## src/rtl/sev_seg_pkg.sv

```systemverilog
// Shared types and constants for the seven-segment display blocks.
// Segment vectors are {g,f,e,d,c,b,a} with 1 meaning "lit" (logical level).
package sev_seg_pkg;

  typedef logic [6:0] seg_t;

  localparam seg_t SEG_OFF = 7'b0000000;

  typedef enum logic {
    BLANK,
    SHOW
  } scan_state_t;

  localparam seg_t SEG_HEX_0 = 7'h3F;
  localparam seg_t SEG_HEX_1 = 7'h06;
  localparam seg_t SEG_HEX_2 = 7'h5B;
  localparam seg_t SEG_HEX_3 = 7'h4F;
  localparam seg_t SEG_HEX_4 = 7'h66;
  localparam seg_t SEG_HEX_5 = 7'h6D;
  localparam seg_t SEG_HEX_6 = 7'h7D;
  localparam seg_t SEG_HEX_7 = 7'h07;
  localparam seg_t SEG_HEX_8 = 7'h7F;
  localparam seg_t SEG_HEX_9 = 7'h6F;
  localparam seg_t SEG_HEX_A = 7'h77;
  localparam seg_t SEG_HEX_B = 7'h7C;  // lowercase b
  localparam seg_t SEG_HEX_C = 7'h39;
  localparam seg_t SEG_HEX_D = 7'h5E;  // lowercase d
  localparam seg_t SEG_HEX_E = 7'h79;
  localparam seg_t SEG_HEX_F = 7'h71;

endpackage

```

## src/rtl/sev_seg.sv

```systemverilog
// Combinational hex-nibble to seven-segment decoder, logical-lit output.
module sev_seg
  import sev_seg_pkg::*;
(
  input  logic [3:0] nibble,
  output seg_t       seg
);

  always_comb begin
    // NOTE: assigning a default before the case keeps every path driven, so no latch is inferred.
    seg = SEG_OFF;
    case (nibble)
      4'h0: seg = SEG_HEX_0;
      4'h1: seg = SEG_HEX_1;
      4'h2: seg = SEG_HEX_2;
      4'h3: seg = SEG_HEX_3;
      4'h4: seg = SEG_HEX_4;
      4'h5: seg = SEG_HEX_5;
      4'h6: seg = SEG_HEX_6;
      4'h7: seg = SEG_HEX_7;
      4'h8: seg = SEG_HEX_8;
      4'h9: seg = SEG_HEX_9;
      4'hA: seg = SEG_HEX_A;
      4'hB: seg = SEG_HEX_B;
      4'hC: seg = SEG_HEX_C;
      4'hD: seg = SEG_HEX_D;
      4'hE: seg = SEG_HEX_E;
      4'hF: seg = SEG_HEX_F;
      default: seg = SEG_OFF;
    endcase
  end

endmodule

```

## src/rtl/sev_seg_scan_n.sv

```systemverilog
// N-digit time-multiplexed seven-segment scanner with dead-time blanking,
// per-digit enable, leading-zero blanking and selectable output polarity.
module sev_seg_scan_n
  import sev_seg_pkg::*;
#(
  parameter int NUM_DIGITS     = 4,
  parameter int SLOT_CYCLES    = 24000,
  parameter int BLANK_CYCLES   = 240,
  parameter bit SEL_ACTIVE_LOW = 1'b1,
  parameter bit SEG_ACTIVE_LOW = 1'b1
) (
  input  logic                          clk,
  input  logic                          reset,
  input  logic [4*NUM_DIGITS-1:0]       digits,
  input  logic [NUM_DIGITS-1:0]         digit_en,
  input  logic                          lz_blank,
  output logic [6:0]                    seg,
  output logic [NUM_DIGITS-1:0]         sel,
  output logic [$clog2(NUM_DIGITS)-1:0] idx
);

  localparam int IDX_W = $clog2(NUM_DIGITS);
  localparam int CNT_W = $clog2(SLOT_CYCLES);

  localparam logic [CNT_W-1:0] CNT_LAST  = CNT_W'(SLOT_CYCLES - 1);
  localparam logic [CNT_W-1:0] CNT_UNBLK = CNT_W'(BLANK_CYCLES - 1);
  localparam logic [IDX_W-1:0] IDX_LAST  = IDX_W'(NUM_DIGITS - 1);

  logic [CNT_W-1:0]      cnt;
  scan_state_t           state, state_d;
  logic [3:0]            cur;
  logic                  vis;
  seg_t                  seg_q;
  logic [NUM_DIGITS-1:0] sel_q;

  logic [3:0] nib_d;
  logic       vis_d;
  logic       sample;
  seg_t       lit;

  always_comb begin
    state_d = state;
    case (state)
      BLANK:   if (cnt == CNT_UNBLK) state_d = SHOW;
      SHOW:    if (cnt == CNT_LAST)  state_d = BLANK;
      default: state_d = BLANK;
    endcase
  end

  assign sample = (state == BLANK) && (cnt == CNT_UNBLK);

  // Walk from the top digit down so all_zero means "this digit and every digit above it are 0".
  always_comb begin
    logic all_zero;
    logic lz_hit;
    logic en_bit;
    all_zero = 1'b1;
    lz_hit   = 1'b0;
    en_bit   = 1'b0;
    nib_d    = 4'h0;
    for (int i = NUM_DIGITS - 1; i >= 0; i--) begin
      all_zero = all_zero && (digits[4*i +: 4] == 4'h0);
      if (idx == IDX_W'(i)) begin
        nib_d  = digits[4*i +: 4];
        en_bit = digit_en[i];
        lz_hit = all_zero && (i != 0);
      end
    end
    vis_d = en_bit && !(lz_blank && lz_hit);
  end

  sev_seg u_dec (
    .nibble (cur),
    .seg    (lit)
  );

  // NOTE: every register here uses <= so all of them update from the same pre-edge values.
  always_ff @(posedge clk) begin
    if (reset) begin
      cnt   <= '0;
      idx   <= '0;
      state <= BLANK;
      cur   <= 4'h0;
      vis   <= 1'b0;
      seg_q <= SEG_OFF;
      sel_q <= '0;
    end else begin
      cnt   <= (cnt == CNT_LAST) ? '0 : cnt + 1'b1;
      state <= state_d;
      if (cnt == CNT_LAST) begin
        idx <= (idx == IDX_LAST) ? '0 : idx + 1'b1;
      end
      if (sample) begin
        cur <= nib_d;
        vis <= vis_d;
      end
      // Outputs follow the current phase one cycle late; BLANK never drives a select.
      seg_q <= SEG_OFF;
      sel_q <= '0;
      if (state == SHOW && vis) begin
        seg_q <= lit;
        sel_q <= NUM_DIGITS'(1) << idx;
      end
    end
  end

  // Polarity is a pure inversion after the register, so reset is always the dark level.
  assign seg = seg_q ^ {7{SEG_ACTIVE_LOW}};
  assign sel = sel_q ^ {NUM_DIGITS{SEL_ACTIVE_LOW}};

endmodule
```

## config.mk

```make
export PLATFORM = sky130hd
export DESIGN_NAME = sev_seg_scan_n
export DESIGN_NICKNAME = d
export VERILOG_FILES = /design/src/rtl/sev_seg_pkg.sv /design/src/rtl/sev_seg.sv /design/src/rtl/sev_seg_scan_n.sv
export SDC_FILE = /design/constraint.sdc
export NUM_CORES = 1
export LEC_CHECK = 0
export ABC_AREA = 1
export CORE_ASPECT_RATIO = 0.75
export CORE_MARGIN = 2
export CORE_UTILIZATION = 45
export CTS_CLUSTER_DIAMETER = 40
export CTS_CLUSTER_SIZE = 25
export DETAILED_ROUTE_END_ITERATION = 8
export HOLD_SLACK_MARGIN = 0.06
export PLACE_DENSITY = 0.77
export SLEW_MARGIN = 20
export SYNTH_ARGS = -nofsm -noshare
export SYNTH_HDL_FRONTEND = slang
export SYNTH_SLANG_ARGS = --single-unit
```

## constraint.sdc

```tcl
create_clock -name clk -period 1.4 [get_ports clk]
set_clock_uncertainty 0.1 [all_clocks]
set_input_delay 0.14 -clock clk [delete_from_list [all_inputs] [get_ports clk]]
set_output_delay 0.14 -clock clk [all_outputs]
set_load 0.1 [all_outputs]
```

Yosys cells after proc, flatten, opt, wreduce, memory -nomap -nowiden
Memories as Yosys holds them, arrays and structs flattened. A register that Yosys moved wholly into a read port is not among the register bits. Cells that the tools add are included.

$add $sub $neg: 2. Equal/unequal tests: 5. Shifts and indexed selects: 1. Mux-type cells: 16. Bitwise operators: 4. Reduce and logical (&&, ||, !) cells: 13.

Operators with widths (number): 4-bit 2-to-1 mux (4); 15-bit by 1-bit adder with 15-bit output, second input constant (1); 15-bit == test, second input constant (1); 15-bit by 8-bit == test with 1-bit output, second input constant (1); 4-bit logical NOT (3); 1-bit 2-to-1 mux (10); 7-bit NOT (1); 1-bit logical AND (6); 2-bit == test, second input constant (2); 4-bit NOT (1); 2-bit OR reduction (2); 1-bit by 2-bit << shifter with 4-bit output, first input constant (1); 2-bit by 1-bit adder with 2-bit output, second input constant (1); 2-bit by 1-bit == test with 1-bit output, second input constant (1); 2-bit logical NOT (1); 2-bit 2-to-1 mux (1); 1-bit NOT (2); 1-bit one-hot mux with 2 select lines (1); 1-bit logical NOT (1).

Register bits: 27. Bits in read-only memories: 112. Bits of input ports: 23. Output and inout port bits: 13. Word-level logic and storage cells: 48. Memories: 1.

Memories: (no name shown) (depth 16, width 7, read ports 1, clocked after memory_dff 1, write ports 0, line sev_seg.sv:12) `case (nibble)`.

Longest topological paths before layout
Depth in word-level cells: 8. Mapped depth: 11. Depth with buffers taken out: 10.

Modules after synthesis
A second synthesis with hierarchy kept.

Cell total of the unflattened synthesis: 314. Area, all modules: 2033.2 sq um.

By module, submodules not included: sev_seg_scan_n (times used 1, cells an instance 260, area each 1747.9 sq um, seq. area each 680.7 sq um); sev_seg (times used 1, cells an instance 54, area each 285.3 sq um, seq. area each 0.0 sq um).

Least setup slack after synthesis
OpenSTA, ideal clock, no wires.

Path type: register to register. From: reg idx[0]. To: reg vis. Data arrival time: 2.149 ns. Setup slack: -0.961 ns. Cell stages (with the launch flop): 10. Path buffers: 1. Clock period less this slack: 2.361 ns. Cell sequence: dfxtp_1 -> inv_1 -> ha_1 -> clkbuf_1 -> a21oi_1 -> nand3_1 -> nor2_1 -> nor2_1 -> nand2_1 -> nand2_1.

Word-level cells in the longest chain between the ends: 8. Elaborated cells on any way between the ends: 15.

Ends and longest elaborated chain: start, declared (line sev_seg_scan_n.sv:19) `output logic [$clog2(NUM_DIGITS)-1:0] idx`; start signal, assigned (line sev_seg_scan_n.sv:91) `idx <= (idx == IDX_LAST) ? '0 : idx + 1'b1;`; 2-bit == test (line sev_seg_scan_n.sv:63) `if (idx == IDX_W'(i)) begin`; 1-bit 2-to-1 mux (4 in a row) (line sev_seg_scan_n.sv:63); 1-bit logical AND (line sev_seg_scan_n.sv:69) `vis_d = en_bit && !(lz_blank && lz_hit);`; 1-bit logical NOT (line sev_seg_scan_n.sv:69); 1-bit logical AND * (line sev_seg_scan_n.sv:69); end signal, assigned (line sev_seg_scan_n.sv:95) `vis <= vis_d;`; end, declared (line sev_seg_scan_n.sv:32) `logic vis;`.

Every way passes the cells marked *; elsewhere a longest branch is shown, timed or not. A chain may end at the register's enable or synchronous reset.

Worst setup path after layout
From: reg cnt[1]. To: reg vis.

Word-level cells in the longest chain between the ends: 2.

Ends and longest elaborated chain: start, declared (line sev_seg_scan_n.sv:29) `logic [CNT_W-1:0] cnt;`; start signal, assigned (line sev_seg_scan_n.sv:88) `cnt <= (cnt == CNT_LAST) ? '0 : cnt + 1'b1;`; 15-bit by 8-bit == test with 1-bit output (line sev_seg_scan_n.sv:50) `assign sample = (state == BLANK) && (cnt == CNT_UNBLK);`; 1-bit logical AND (line sev_seg_scan_n.sv:50).

No other way between the ends.

==> out/qor.yml <==
final-seq-area_um2: 692
h-tree-depth: 2
powerDensity_mw_per_mm2: 649
met3_usage_pct: 4.05
synth.distinct_cells: 34
row_count: 20
reg2reg_depth: 9
hp-class: "flop to flop"
avgViaCountPerCell: 5.17
yosysTopAreaCellShare_pct: 34.0
synth_cells: 302
nets: 410
synth_area_leaders: "dfxtp_1 (34%), nand2_1 (14%), nor2_1 (9.0%)"
seq_area_frac_synth_pct: 34.0
via_count: 2228
cts_tree: "yes"
leakage_uw: 0.00142
syn_nets: 337
violations: "negative setup slack"
ant_nets: 0
met1_usage_pct: 30.4
antenna_found_initial: 0
insertedDiodeCount: 0
holdPathStages: 2
synthArstFlopShare_pct: 0
status: "finished, violations left"
r2r_start: "cnt[1]$_SDFF_PP0_"
cts-hold-fix-buffers: 0
tightest_slew_ps: 449
ir_worst_vdd_mv: 0.822
drt-initial-drc-count: 139
routed_wl_um: 6030
clkTransAtPathRegs_ps: 70
cts_buffers: 5
clockRootBuffer: "clkbuf_8"
route.detailed.drc: 0
multi_input_area_mm2: 0.00132
clk_path_buf_depth: 2
wire_per_inst_um: 14.0
io_pins: 36
layout_setup_ws_ps: -170
cp-start-kind: "flop"
drv_slew: 0
busiest_layer: "met2"
relSlewSlack_pct: 69.9
synthFlopType: "dfxtp_1"
synth_commonest_cells: "nand2_1 (77), nor2_1 (48), inv_1 (42)"
core_mm2: 0.00415
nFillCells: 270
dr.pass1.iters: 4
cp-end-kind: "flop"
reg2reg_to: "vis$_SDFFE_PP0P_"
syn_avg_cell_area_um2: 6.64
final_hold_viol_count: 0
first_global_vias: 1978
yosysWarningCount: 0
post-place-ws_ps: -79.5
max_cap_violations: 0
syn_area_mm2: 0.00200
whs_endpoint: "seg_q[4]$_SDFF_PP0_"
drive_above_1_share_pct: 34.0
die_h_um: 61.8
fp.dieW_um: 81.1
clock-sinks: 34
worstHoldStart: "cur[3]$_SDFFE_PP0P_"
layout.cells.non_filler: 431
grt_overflow: 0
grt_pass1_wl_um: 8630
synth_top_area_cell: "dfxtp_1"
port_buffers: 35
hpwl_um: 3520
globalRouteTotalUtil_pct: 22.3
met2_usage_pct: 36.5
max_freq_mhz: 637
ys_seq_elements: 34
start_util_pct: 48.3
syn2layout_area_growth_pct: 60.2
critPathMaxFanout: 9
insertion_delay_ps: 290
gp_congestion: 0.900
grt_max_degree: 12
required_ps: 1530
cp_data_arrival_time_ps: 1700
critPathKind: "flop to flop"
dp_cells: 409
min_period_over_period_pct: 112
rsz0062_at_grt: "true"
r2r_slack_ps: -170
fp.dieArea_mm2: 0.00501
yosysMostFrequentCell: "nand2_1"
fin_crit_ps: 1570
synth_edf_count: 0
setup_viol: 19
## cells in the final DEF (no fill, tap or decap), types with 7 or more instances in the layout
cell type	Yosys	final
inv_2	5	8
nand3_1	15	12
nor2_1	48	38
a21oi_2	2	8
nand2_2	4	10
a21oi_1	15	9
inv_1	42	35
ha_1	12	7
dfxtp_1	34	29
nand2_1	77	69
buf_12	0	16
nor2_4	1	8
buf_4	1	31
clkdlybuf4s50_1	0	22
## per-stage QoR
step	area, um^2	setup TNS [ps]	utilization (%)	hold slack, ps	total power [uW]
2_1_floorplan	2060	-682	-	152	1040
3_3_place_gp	2730	-261	65.7	374	1120
6_report	3210	-1560	77.3	396	2080
5_1_grt	3210	-3200	77.3	430	2140
3_5_place_dp	2730	-1250	65.7	380	1120
4_1_cts	3040	-300	73.1	389	2050
## registers in the layout, indices dropped and copies added (netlist names)
name and cells:
state 1, idx 2, sel_q 4, cnt 15, seg_q 7, cur 4, vis 1
## timing repair
action	4_1_cts	5_1_grt
endpoints found under the setup margin	22	24
setup buffers	10	4
resized for setup	25	47
gates cloned	0	0
pin swaps	13	18
## worst max-delay path: stages (launching register included)
cell,delay (ps)
dfxtp_2,360
ha_4,150
nand2_4,60
inv_2,80
nand2_2,80
nor2_4,160
nand3_4,160
nor2_1,180
nand2_1,90
nand2_1,70
## how the worst max path moves through the flow
stage / start / end / slack, ps / cells past startpoint
final: cnt[1]$_SDFF_PP0_ / vis$_SDFFE_PP0P_ / -170 / 9
after global routing: cnt[0]$_SDFF_PP0_ / cnt[9]$_SDFF_PP0_ / -270 / 7
after CTS: cnt[1]$_SDFF_PP0_ / cnt[6]$_SDFF_PP0_ / -30 / 9
after detailed placement: cnt[0]$_SDFF_PP0_ / cur[2]$_SDFFE_PP0P_ / -80 / 8
after global placement: cnt[0]$_SDFF_PP0_ / cur[2]$_SDFFE_PP0P_ / -50 / 8
after floorplan: idx[0]$_SDFFE_PP0N_ / vis$_SDFFE_PP0P_ / -160 / 9
## power by group
group          switching, uW  internal, uW  total, uW
clock network            368           581        948
logic                   63.5          92.0        155
registers               8.05           971        979
total                    439          1640       2080
## kinds of logic (layout without fill, tap and decap cells)
family,after synthesis,count (layout),synth area share (%)
flip-flops,34,34,34.0
AND/OR/NAND/NOR,166,166,36.5
AO/OA/AOI/OAI,32,32,9.05
adder cells (fa/ha/maj),12,12,7.49
XOR/XNOR,3,3,1.31
buffers and inverters,55,129,11.7
## metal layers
metal / share of wire (%) / vias to the layer above
met2: 50 / 104
met4: 1.9 / 0
met3: 5.4 / 13
li1: - / 1079
met1: 43 / 1032
met5: 0 / -
## layout make-up
type                            count  share of cell area, %
Clock buffer                        7                   2.69
Timing Repair Buffer               73                   25.5
Clock inverter                      1                  0.935
Tap cell                           55                   2.14
Multi-Input combinational cell    213                   41.1
Sequential cell                    34                   21.6
Inverter                           48                   6.08
Power figures use the tool's default switching activity.
